## config.mk

```make
export PLATFORM = sky130hd
export DESIGN_NAME = pipe_mem_arbiter_flat
export DESIGN_NICKNAME = d
export VERILOG_FILES = /design/src/rtl/pipe_mem_arbiter_if.sv /design/src/rtl/pipe_mem_arbiter.sv /design/src/flat_wrapper.sv
export SDC_FILE = /design/constraint.sdc
export NUM_CORES = 1
export LEC_CHECK = 0
export BUFFER_PORTS_ARGS = -buffer_cell sky130_fd_sc_hd__buf_2
export CAP_MARGIN = 30
export CELL_PAD_IN_SITES_DETAIL_PLACEMENT = 2
export CELL_PAD_IN_SITES_GLOBAL_PLACEMENT = 2
export CORE_UTILIZATION = 12
export CTS_BUF_LIST = sky130_fd_sc_hd__clkbuf_8
export DETAILED_ROUTE_END_ITERATION = 8
export PLACE_DENSITY = 0.9
export SKIP_LAST_GASP = 1
export SYNTH_ARGS = -nofsm -noshare
export SYNTH_HDL_FRONTEND = slang
export SYNTH_SLANG_ARGS = --single-unit
```

## constraint.sdc

```tcl
create_clock -name clk -period 1.6 [get_ports clk]
set_input_delay 0.08 -clock clk [delete_from_list [all_inputs] [get_ports clk]]
set_output_delay 0.08 -clock clk [all_outputs]
set_load 0.02 [all_outputs]
```

## src/rtl/pipe_mem_arbiter_if.sv

```systemverilog
// rtl/pipe_mem_arbiter_if.sv - fetch, data and memory ports of the unified-memory arbiter
// The slave modport is the arbiter's view; master is the surrounding pipeline and memory.
interface pipe_mem_arbiter_if #(
    parameter int ADDR_W = 32,
    parameter int DATA_W = 32
);
    logic                  if_req;
    logic [ADDR_W-1:0]     if_addr;
    logic                  if_gnt;
    logic                  if_rvalid;
    logic [DATA_W-1:0]     if_rdata;

    logic                  dm_req;
    logic                  dm_we;
    logic [DATA_W/8-1:0]   dm_be;
    logic [ADDR_W-1:0]     dm_addr;
    logic [DATA_W-1:0]     dm_wdata;
    logic                  dm_gnt;
    logic                  dm_rvalid;
    logic [DATA_W-1:0]     dm_rdata;

    logic                  mem_req;
    logic                  mem_we;
    logic [DATA_W/8-1:0]   mem_be;
    logic [ADDR_W-1:0]     mem_addr;
    logic [DATA_W-1:0]     mem_wdata;
    logic                  mem_ready;
    logic                  mem_rvalid;
    logic [DATA_W-1:0]     mem_rdata;

    logic                  busy;

    modport slave (
        input  if_req, if_addr,
        input  dm_req, dm_we, dm_be, dm_addr, dm_wdata,
        input  mem_ready, mem_rvalid, mem_rdata,
        output if_gnt, if_rvalid, if_rdata,
        output dm_gnt, dm_rvalid, dm_rdata,
        output mem_req, mem_we, mem_be, mem_addr, mem_wdata,
        output busy
    );

    modport master (
        output if_req, if_addr,
        output dm_req, dm_we, dm_be, dm_addr, dm_wdata,
        output mem_ready, mem_rvalid, mem_rdata,
        input  if_gnt, if_rvalid, if_rdata,
        input  dm_gnt, dm_rvalid, dm_rdata,
        input  mem_req, mem_we, mem_be, mem_addr, mem_wdata,
        input  busy
    );
endinterface

```

## src/rtl/pipe_mem_arbiter.sv

```systemverilog
// rtl/pipe_mem_arbiter.sv - single-outstanding arbiter sharing one memory port between fetch and data
// Data wins by default; a starvation counter forces a fetch after STARVE_MAX blocking data grants.
module pipe_mem_arbiter #(
    parameter int ADDR_W     = 32,
    parameter int DATA_W     = 32,
    parameter int STARVE_MAX = 4
) (
    input  logic                 clk,
    input  logic                 reset,
    pipe_mem_arbiter_if.slave    bus
);
    localparam int                CNT_W   = $clog2(STARVE_MAX + 1);
    localparam logic [CNT_W-1:0]  CNT_MAX = CNT_W'(STARVE_MAX);

    typedef enum logic { S_IDLE, S_WAIT } state_e;
    typedef enum logic { OWN_IF, OWN_DM } owner_e;

    state_e            state_q, state_d;
    owner_e            owner_q, owner_d;
    logic [CNT_W-1:0]  cnt_q, cnt_d;
    logic              sel_if, sel_dm;
    logic              if_gnt_c, dm_gnt_c;

    always_ff @(posedge clk) begin
        if (reset) begin
            state_q <= S_IDLE;
            owner_q <= OWN_IF;
            cnt_q   <= '0;
        end else begin
            state_q <= state_d;
            owner_q <= owner_d;
            cnt_q   <= cnt_d;
        end
    end

    always_comb begin
        state_d       = state_q;
        owner_d       = owner_q;
        cnt_d         = cnt_q;
        sel_if        = 1'b0;
        sel_dm        = 1'b0;
        if_gnt_c      = 1'b0;
        dm_gnt_c      = 1'b0;
        bus.if_rvalid = 1'b0;
        bus.if_rdata  = '0;
        bus.dm_rvalid = 1'b0;
        bus.dm_rdata  = '0;
        bus.mem_req   = 1'b0;
        bus.mem_we    = 1'b0;
        bus.mem_be    = '0;
        bus.mem_addr  = '0;
        bus.mem_wdata = '0;
        bus.busy      = 1'b0;

        // Every output, combinational ones included, is forced low while reset is high.
        if (!reset) begin
            case (state_q)
                S_IDLE: begin
                    sel_if      = bus.if_req && (!bus.dm_req || cnt_q == CNT_MAX);
                    sel_dm      = !sel_if && bus.dm_req;
                    bus.mem_req = bus.if_req || bus.dm_req;
                    if (sel_if) begin
                        bus.mem_be   = '1;
                        bus.mem_addr = bus.if_addr;
                        if_gnt_c     = bus.mem_ready;
                    end else if (sel_dm) begin
                        bus.mem_we    = bus.dm_we;
                        bus.mem_be    = bus.dm_be;
                        bus.mem_addr  = bus.dm_addr;
                        bus.mem_wdata = bus.dm_wdata;
                        dm_gnt_c      = bus.mem_ready;
                    end
                    if (if_gnt_c) begin
                        state_d = S_WAIT;
                        owner_d = OWN_IF;
                    end else if (dm_gnt_c) begin
                        state_d = S_WAIT;
                        owner_d = OWN_DM;
                    end
                end
                S_WAIT: begin
                    bus.busy = 1'b1;
                    if (bus.mem_rvalid) begin
                        state_d = S_IDLE;
                        if (owner_q == OWN_DM) begin
                            bus.dm_rvalid = 1'b1;
                            bus.dm_rdata  = bus.mem_rdata;
                        end else begin
                            bus.if_rvalid = 1'b1;
                            bus.if_rdata  = bus.mem_rdata;
                        end
                    end
                end
            endcase

            // Only data grants that overtook a waiting fetch count towards starvation.
            if (!bus.if_req || if_gnt_c) begin
                cnt_d = '0;
            end else if (dm_gnt_c && cnt_q != CNT_MAX) begin
                cnt_d = cnt_q + CNT_W'(1);
            end
        end
    end

    assign bus.if_gnt = if_gnt_c;
    assign bus.dm_gnt = dm_gnt_c;
endmodule

```

## src/flat_wrapper.sv

```systemverilog
// flat-port wrapper written by rule: the top's interface ports become plain ports
module pipe_mem_arbiter_flat 
#(
    parameter int ADDR_W     = 32,
    parameter int DATA_W     = 32,
    parameter int STARVE_MAX = 4
)
  (clk, reset, bus_if_req, bus_if_addr, bus_dm_req, bus_dm_we, bus_dm_be, bus_dm_addr, bus_dm_wdata, bus_mem_ready, bus_mem_rvalid, bus_mem_rdata, bus_if_gnt, bus_if_rvalid, bus_if_rdata, bus_dm_gnt, bus_dm_rvalid, bus_dm_rdata, bus_mem_req, bus_mem_we, bus_mem_be, bus_mem_addr, bus_mem_wdata, bus_busy);
  pipe_mem_arbiter_if #(.ADDR_W(ADDR_W), .DATA_W(DATA_W)) bus_i ();
  input  logic clk;
  input  logic reset;
  input wire logic [$bits(bus_i.if_req)-1:0] bus_if_req;
  input wire logic [$bits(bus_i.if_addr)-1:0] bus_if_addr;
  input wire logic [$bits(bus_i.dm_req)-1:0] bus_dm_req;
  input wire logic [$bits(bus_i.dm_we)-1:0] bus_dm_we;
  input wire logic [$bits(bus_i.dm_be)-1:0] bus_dm_be;
  input wire logic [$bits(bus_i.dm_addr)-1:0] bus_dm_addr;
  input wire logic [$bits(bus_i.dm_wdata)-1:0] bus_dm_wdata;
  input wire logic [$bits(bus_i.mem_ready)-1:0] bus_mem_ready;
  input wire logic [$bits(bus_i.mem_rvalid)-1:0] bus_mem_rvalid;
  input wire logic [$bits(bus_i.mem_rdata)-1:0] bus_mem_rdata;
  output wire logic [$bits(bus_i.if_gnt)-1:0] bus_if_gnt;
  output wire logic [$bits(bus_i.if_rvalid)-1:0] bus_if_rvalid;
  output wire logic [$bits(bus_i.if_rdata)-1:0] bus_if_rdata;
  output wire logic [$bits(bus_i.dm_gnt)-1:0] bus_dm_gnt;
  output wire logic [$bits(bus_i.dm_rvalid)-1:0] bus_dm_rvalid;
  output wire logic [$bits(bus_i.dm_rdata)-1:0] bus_dm_rdata;
  output wire logic [$bits(bus_i.mem_req)-1:0] bus_mem_req;
  output wire logic [$bits(bus_i.mem_we)-1:0] bus_mem_we;
  output wire logic [$bits(bus_i.mem_be)-1:0] bus_mem_be;
  output wire logic [$bits(bus_i.mem_addr)-1:0] bus_mem_addr;
  output wire logic [$bits(bus_i.mem_wdata)-1:0] bus_mem_wdata;
  output wire logic [$bits(bus_i.busy)-1:0] bus_busy;
  assign bus_i.if_req = bus_if_req;
  assign bus_i.if_addr = bus_if_addr;
  assign bus_i.dm_req = bus_dm_req;
  assign bus_i.dm_we = bus_dm_we;
  assign bus_i.dm_be = bus_dm_be;
  assign bus_i.dm_addr = bus_dm_addr;
  assign bus_i.dm_wdata = bus_dm_wdata;
  assign bus_i.mem_ready = bus_mem_ready;
  assign bus_i.mem_rvalid = bus_mem_rvalid;
  assign bus_i.mem_rdata = bus_mem_rdata;
  assign bus_if_gnt = bus_i.if_gnt;
  assign bus_if_rvalid = bus_i.if_rvalid;
  assign bus_if_rdata = bus_i.if_rdata;
  assign bus_dm_gnt = bus_i.dm_gnt;
  assign bus_dm_rvalid = bus_i.dm_rvalid;
  assign bus_dm_rdata = bus_i.dm_rdata;
  assign bus_mem_req = bus_i.mem_req;
  assign bus_mem_we = bus_i.mem_we;
  assign bus_mem_be = bus_i.mem_be;
  assign bus_mem_addr = bus_i.mem_addr;
  assign bus_mem_wdata = bus_i.mem_wdata;
  assign bus_busy = bus_i.busy;
  pipe_mem_arbiter #(.ADDR_W(ADDR_W), .DATA_W(DATA_W), .STARVE_MAX(STARVE_MAX)) u_core (.clk(clk), .reset(reset), .bus(bus_i));
endmodule
```

---- Yosys cells after proc, flatten, opt, wreduce, memory -nomap -nowiden ----
Index checks and enable logic that the tools add are counted.
word-level totals
  register bits after elaboration ......... 5
  output and inout bits ................... 139
cells by class
  $add $sub $neg .......................... 1
  equal/unequal tests ..................... 2
  mux-type cells .......................... 55
  bitwise operators ....................... 1
  reductions and logical operators ........ 12
operator list
  operator             number
  $mux 32              16
  $mux 1               34
  $mux 4               4
  $add 3x1->3 const B  1
  $eq 3x3->1 const B   1
  $logic_and 1x1->1    3
  $logic_not 1->1      3
  $logic_or 1x1->1     3
  $ne 3x3->1 const B   1
  $pmux 1 s2           1
  $reduce_and 2->1     1
  $reduce_bool 2->1    1
  $reduce_or 2->1      1
  $not 1->1            1

---- Logic depth before layout (Yosys ltp) ----
  word-level depth ........................ 12
  mapped depth ............................ 7
  gate-level depth less buffers ........... 5

---- Worst setup path after synthesis ----
No wires, ideal clock.
  path type ............................... reg2out
  start ................................... register u_core.cnt_q[0]
  end ..................................... output port bus_if_gnt
  arrival ................................. 1.438 ns
  data required time ...................... 1.520 ns
  path slack .............................. 0.082 ns
  stages on the path, launching flop included .. 7
  cell sequence ........................... dfxtp_1 inv_1 ha_1 a21bo_1 buf_6 nand2_2 nor3_1
on the way
  cells in the longest elaborated chain, start to end .. 9
ends and longest elaborated chain
  item                    RTL line                text
  from (decl)             pipe_mem_arbiter.sv:20  logic [CNT_W-1:0] cnt_q, cnt_d;
  from (signal assigned)  pipe_mem_arbiter.sv:32  cnt_q <= cnt_d;
  $eq 3x3->1              pipe_mem_arbiter.sv:59  sel_if = bus.if_req && (!bus.dm_req || cnt_q == CNT_MAX);
  $logic_or 1x1->1        pipe_mem_arbiter.sv:59
  $logic_and 1x1->1       pipe_mem_arbiter.sv:59
  $mux 1                  pipe_mem_arbiter.sv:62  if (sel_if) begin
  $mux 1                  pipe_mem_arbiter.sv:57  case (state_q)
  $mux 1                  pipe_mem_arbiter.sv:56  if (!reset) begin
  $mux 1                  pipe_mem_arbiter.sv:57
  $mux 1 (2 in series)    pipe_mem_arbiter.sv:56
  to (decl)               flat_wrapper.sv:22      output wire logic [$bits(bus_i.if_gnt)-1:0] bus_if_gnt;
Every way passes these cells. The select of a mux whose other input is x is not followed.

---- Worst setup path in the final report ----
  start ................................... register u_core.cnt_q[0]
  end ..................................... output port bus_mem_addr[11]
on the way
  cells in the longest elaborated chain, start to end .. 9
ends and longest elaborated chain
  item                 RTL line                text
  $eq 3x3->1 *         pipe_mem_arbiter.sv:59
  $logic_or 1x1->1 *   pipe_mem_arbiter.sv:59
  $logic_and 1x1->1 *  pipe_mem_arbiter.sv:59
  $logic_not 1->1      pipe_mem_arbiter.sv:60  sel_dm = !sel_if && bus.dm_req;
  $logic_and 1x1->1    pipe_mem_arbiter.sv:60
  $mux 32              pipe_mem_arbiter.sv:66  end else if (sel_dm) begin
  $mux 32 *            pipe_mem_arbiter.sv:62
  $mux 32 *            pipe_mem_arbiter.sv:57
  $mux 32 *            pipe_mem_arbiter.sv:56
  to (decl)            flat_wrapper.sv:31      output wire logic [$bits(bus_i.mem_addr)-1:0] bus_mem_addr;
Mark *: on every way between the ends. The rest lies on a longest branch, timed or not.

==> key figures <==
Route
  • DRC Markers: 0
  • Antenna viol nets, final: 0
  • DRT iter0 DRCs: 104
  • WL final: between 10000 and 15000 um
  • First drt pass iteration count: 4
  • Via Count: 3148
  • WL per Instance: approximately 17 um
  • Vias per inst: about 4.3

Clocking
  • Clk root buf: clkbuf_8
  • Number of clock sinks: 5
  • CTS Hold Bufs: 0
  • Worst skew pair latency: around 0.23 ns
  • H-tree levels: 1
  • Cts bufs inserted: 3
  • CTS max path bufs: 2
  • Clock transition at the registers of the reported paths: 0.04 ns
  • CTS tree: built

Yosys
  • Most common flop cell mapped by yosys: dfxtp_1
  • Post-Syn Instances: ~270
  • Count of warnings emitted by yosys: 0
  • Post-synth EDFFs: 0
  • Register bit total from synthesis: 5
  • Seq/Total Area, Yosys: under 10%
  • Mean Syn Cell Area: about 6.6 um^2
  • Post-Synthesis Cell Area: about 0.0018 mm^2
  • Asr flop ratio synth: 0%
  • Count of different cell masters after synthesis: 32
  • Syn_nets: ~410

Floorplan
  • Num rows: 44
  • Starting Density: around 12%
  • CORE AREA: between 0.01 and 0.015 mm^2
  • Die X-Extent: 124 um
  • Die H: approximately 120 um
  • Io pins: ~280
  • Die ar.: roughly 0.015 mm^2

Place
  • PortBufs: roughly 280
  • Worst slack at placement: between 0.002 and 0.003 ns
  • Area of placed instances: ~0.0034 mm^2
  • Placer congestion estimate: around 0.8
  • Placed Cells incl. Taps: between 700 and 800
  • HPWL Detailed: 9440 um

Outcome
  • Violations in the final reports: setup timing
  • Status: complete, but fails checks

Hold path
  • Worst hold path class: in2reg
  • Hold path startpoint: bus_mem_rvalid
  • Worst Hold Depth: 3
  • Min-Delay Endpoint: u_core.state_q

Power
  • Switch Pwr: around 530 uW
  • Clock Power Share: a little under a fifth
  • Gate power share: between 70% and 80%
  • Cell Int Power: 718 uW
  • Pwr dens: approximately 310 mW/mm^2
  • Sequential power share: between 10% and 20%
  • Switching Fraction: between 40% and 50%
  • Worst VDD drop: 171 uV
  • Leakage: around 0.0022 uW

Setup path
  • R2R Path End: u_core.owner_q
  • Critical-path top delay cell: dfxtp_2
  • Critical path endpoint category: primary output
  • Crit-path cells: inv_2 > ha_4 > a21bo_4 > buf_12 > a32oi_1 > nor2_1 > buf_2
  • CP max FO: 16
  • Critical path data required time: 1.52 ns
  • CP peak stage delay: between 0.3 and 0.4 ns
  • Startpoint types: flop
  • FF-to-FF path depth: 6
  • Worst r2r src: u_core.cnt_q[0]
  • Crit path DAT: roughly 1.6 ns
  • Crit Path Category: reg2out
  • Reg2Reg Setup Slack: 0.22 ns

Finish
  • Share of cells above drive strength 1: between 60 and 70%
  • Diode count: 0
  • Area grow syn2layout: 123%
  • Finished Cell Area: 0.00400 mm^2
  • Layout Nets: about 690
  • Post-route insts no fill: 733

Job
  • Max_cap viols: 0

Global routing
  • Routing usage on met3: roughly 2.6%
  • Met1 usage: between 10% and 20%
  • Met2 Track Usage GR: 29.1%
  • Vias in the first global route: between 3000 and 4000
  • First-pass GRT wire length: approximately 19000 um
  • Global route total overflow: 0
  • Initial antenna violation count: 0
  • Total GRT Usage: between 10% and 20%
  • Largest net degree at the start of global routing: 44
  • Gr busiest metal: met2

STA
  • RSZ-0062 raised after global routing: true
  • Worst slew pin tran: 0.287 ns
  • Peak Freq: about 590 MHz
  • Relative slew slack: roughly 80%
  • Skew final: roughly 0.0028 ns
  • Hold Fails Final Rpt: 0
  • Final Critical Period: ~1.7 ns
  • Final Max Slew Viols: 0
  • Final setup fails: 55
  • Setup ws final: -0.0961 ns
  • Setup TNS: -2.56 ns
  • Post-route clock period utilization: 106%
[final cells by class]
| class | instances | area (um^2) |
|---|---|---|
| Tap cell | 184 | 230 |
| Clock inverter | 1 | 3.75 |
| Inverter | 3 | 11.3 |
| Timing Repair Buffer | 299 | 1950 |
| Multi-Input combinational cell | 238 | 1650 |
| Clock buffer | 3 | 41.3 |
| Fill cell | 1768 | 10500 |
| Sequential cell | 5 | 104 |
[metal layers]
metal / part of all wire (%) / routed length (um)
met4: 1.4 / 174
met3: 4.5 / 564
met2: 55 / 6990
met5: 0 / 0
met1: 39 / 4900
[registers in the layout, summed over array words and instances (netlist names)]
signal and cells:
u_core.cnt_q 3, u_core.owner_q 1, u_core.state_q 1
[cell usage in the layout, fill, tap and decap left out, types with 2 or more instances in the layout]
cell type  instances
dfxtp_1            2
clkbuf_16          2
nand2_1            7
clkbuf_8           3
and3_4            13
a21oi_1            7
nor2b_1            2
buf_16             2
buf_6             24
buf_2            227
and2_4            10
a32oi_1           27
dfxtp_2            3
a32oi_2            5
buf_12             9
buf_4             35
and2_1            91
nor2_1            36
nand3_1            2
inv_2              2
inv_1              2
and3_1            21
[critical path: cells and delay by family (launching register included)]
| kind | cells | cell delay (ns) |
|---|---|---|
| AOI/OAI and AO/OA | 2 | 0.45 |
| adders and majority gates | 1 | 0.17 |
| buffers and inverters | 3 | 0.38 |
| DFF | 1 | 0.32 |
| and+or+nand+nor | 1 | 0.06 |
[through the flow]
step / util (%) / total power (uW) / hold WS [ns]
after CTS: 24.9 / 1190 / 0.222
after detailed placement: 23.4 / 891 / 0.463
final: 27.5 / 1250 / 0.220
after floorplan: - / 538 / 0.194
after global placement: 23.4 / 868 / 0.445
after global routing: 27.5 / 1320 / 0.230
[cell families after synthesis]
group | share of synthesized area [%]
simple gates | 61.1
compound gates | 19.9
buf+inv | 12.1
flops | 5.58
fa+ha+maj | 1.40
[how the worst max path moves through the flow]
stage                       end  slack (ns)             from
2_1_floorplan        bus_if_gnt        0.08  u_core.cnt_q[0]
5_1_grt        bus_mem_addr[16]       -0.15  u_core.cnt_q[0]
3_5_place_dp   bus_mem_addr[28]       0.003  u_core.cnt_q[0]
3_3_place_gp   bus_mem_addr[27]        0.06  u_core.cnt_q[0]
4_1_cts        bus_mem_addr[28]       -0.10  u_core.cnt_q[0]
6_report       bus_mem_addr[11]        -0.1  u_core.cnt_q[0]
[cells in the mapped netlist, types with 3 or more instances]
| cell | n | area (um^2) |
|---|---|---|
| buf_6 | 7 | 78.8 |
| and2_1 | 96 | 601 |
| buf_2 | 7 | 35.0 |
| and3_1 | 34 | 213 |
| clkbuf_1 | 9 | 33.8 |
| dfxtp_1 | 5 | 100 |
| a32oi_1 | 32 | 280 |
| a21oi_1 | 7 | 35.0 |
| nor2_1 | 36 | 135 |
| inv_1 | 3 | 11.3 |
| nand2_1 | 7 | 26.3 |
| buf_4 | 7 | 52.6 |
[power by group through the flow]
stage	registers (uW)	logic (uW)	clock network [uW]
floorplan	135	403	0
global placement	135	733	0
detailed placement	135	756	0
CTS	134	813	243
global route	135	943	246
finish	134	878	237
[what timing repair did]
| item | CTS | global route |
|---|---|---|
| cloned | 4 | 4 |
| buffers inserted | 2 | 2 |
| endpoints found under the setup margin | 91 | 82 |
| pin swaps | 22 | 13 |
| gates resized for setup | 36 | 77 |
| endpoints found under the hold margin | 0 | 0 |
(Power assumes the default switching activity.)
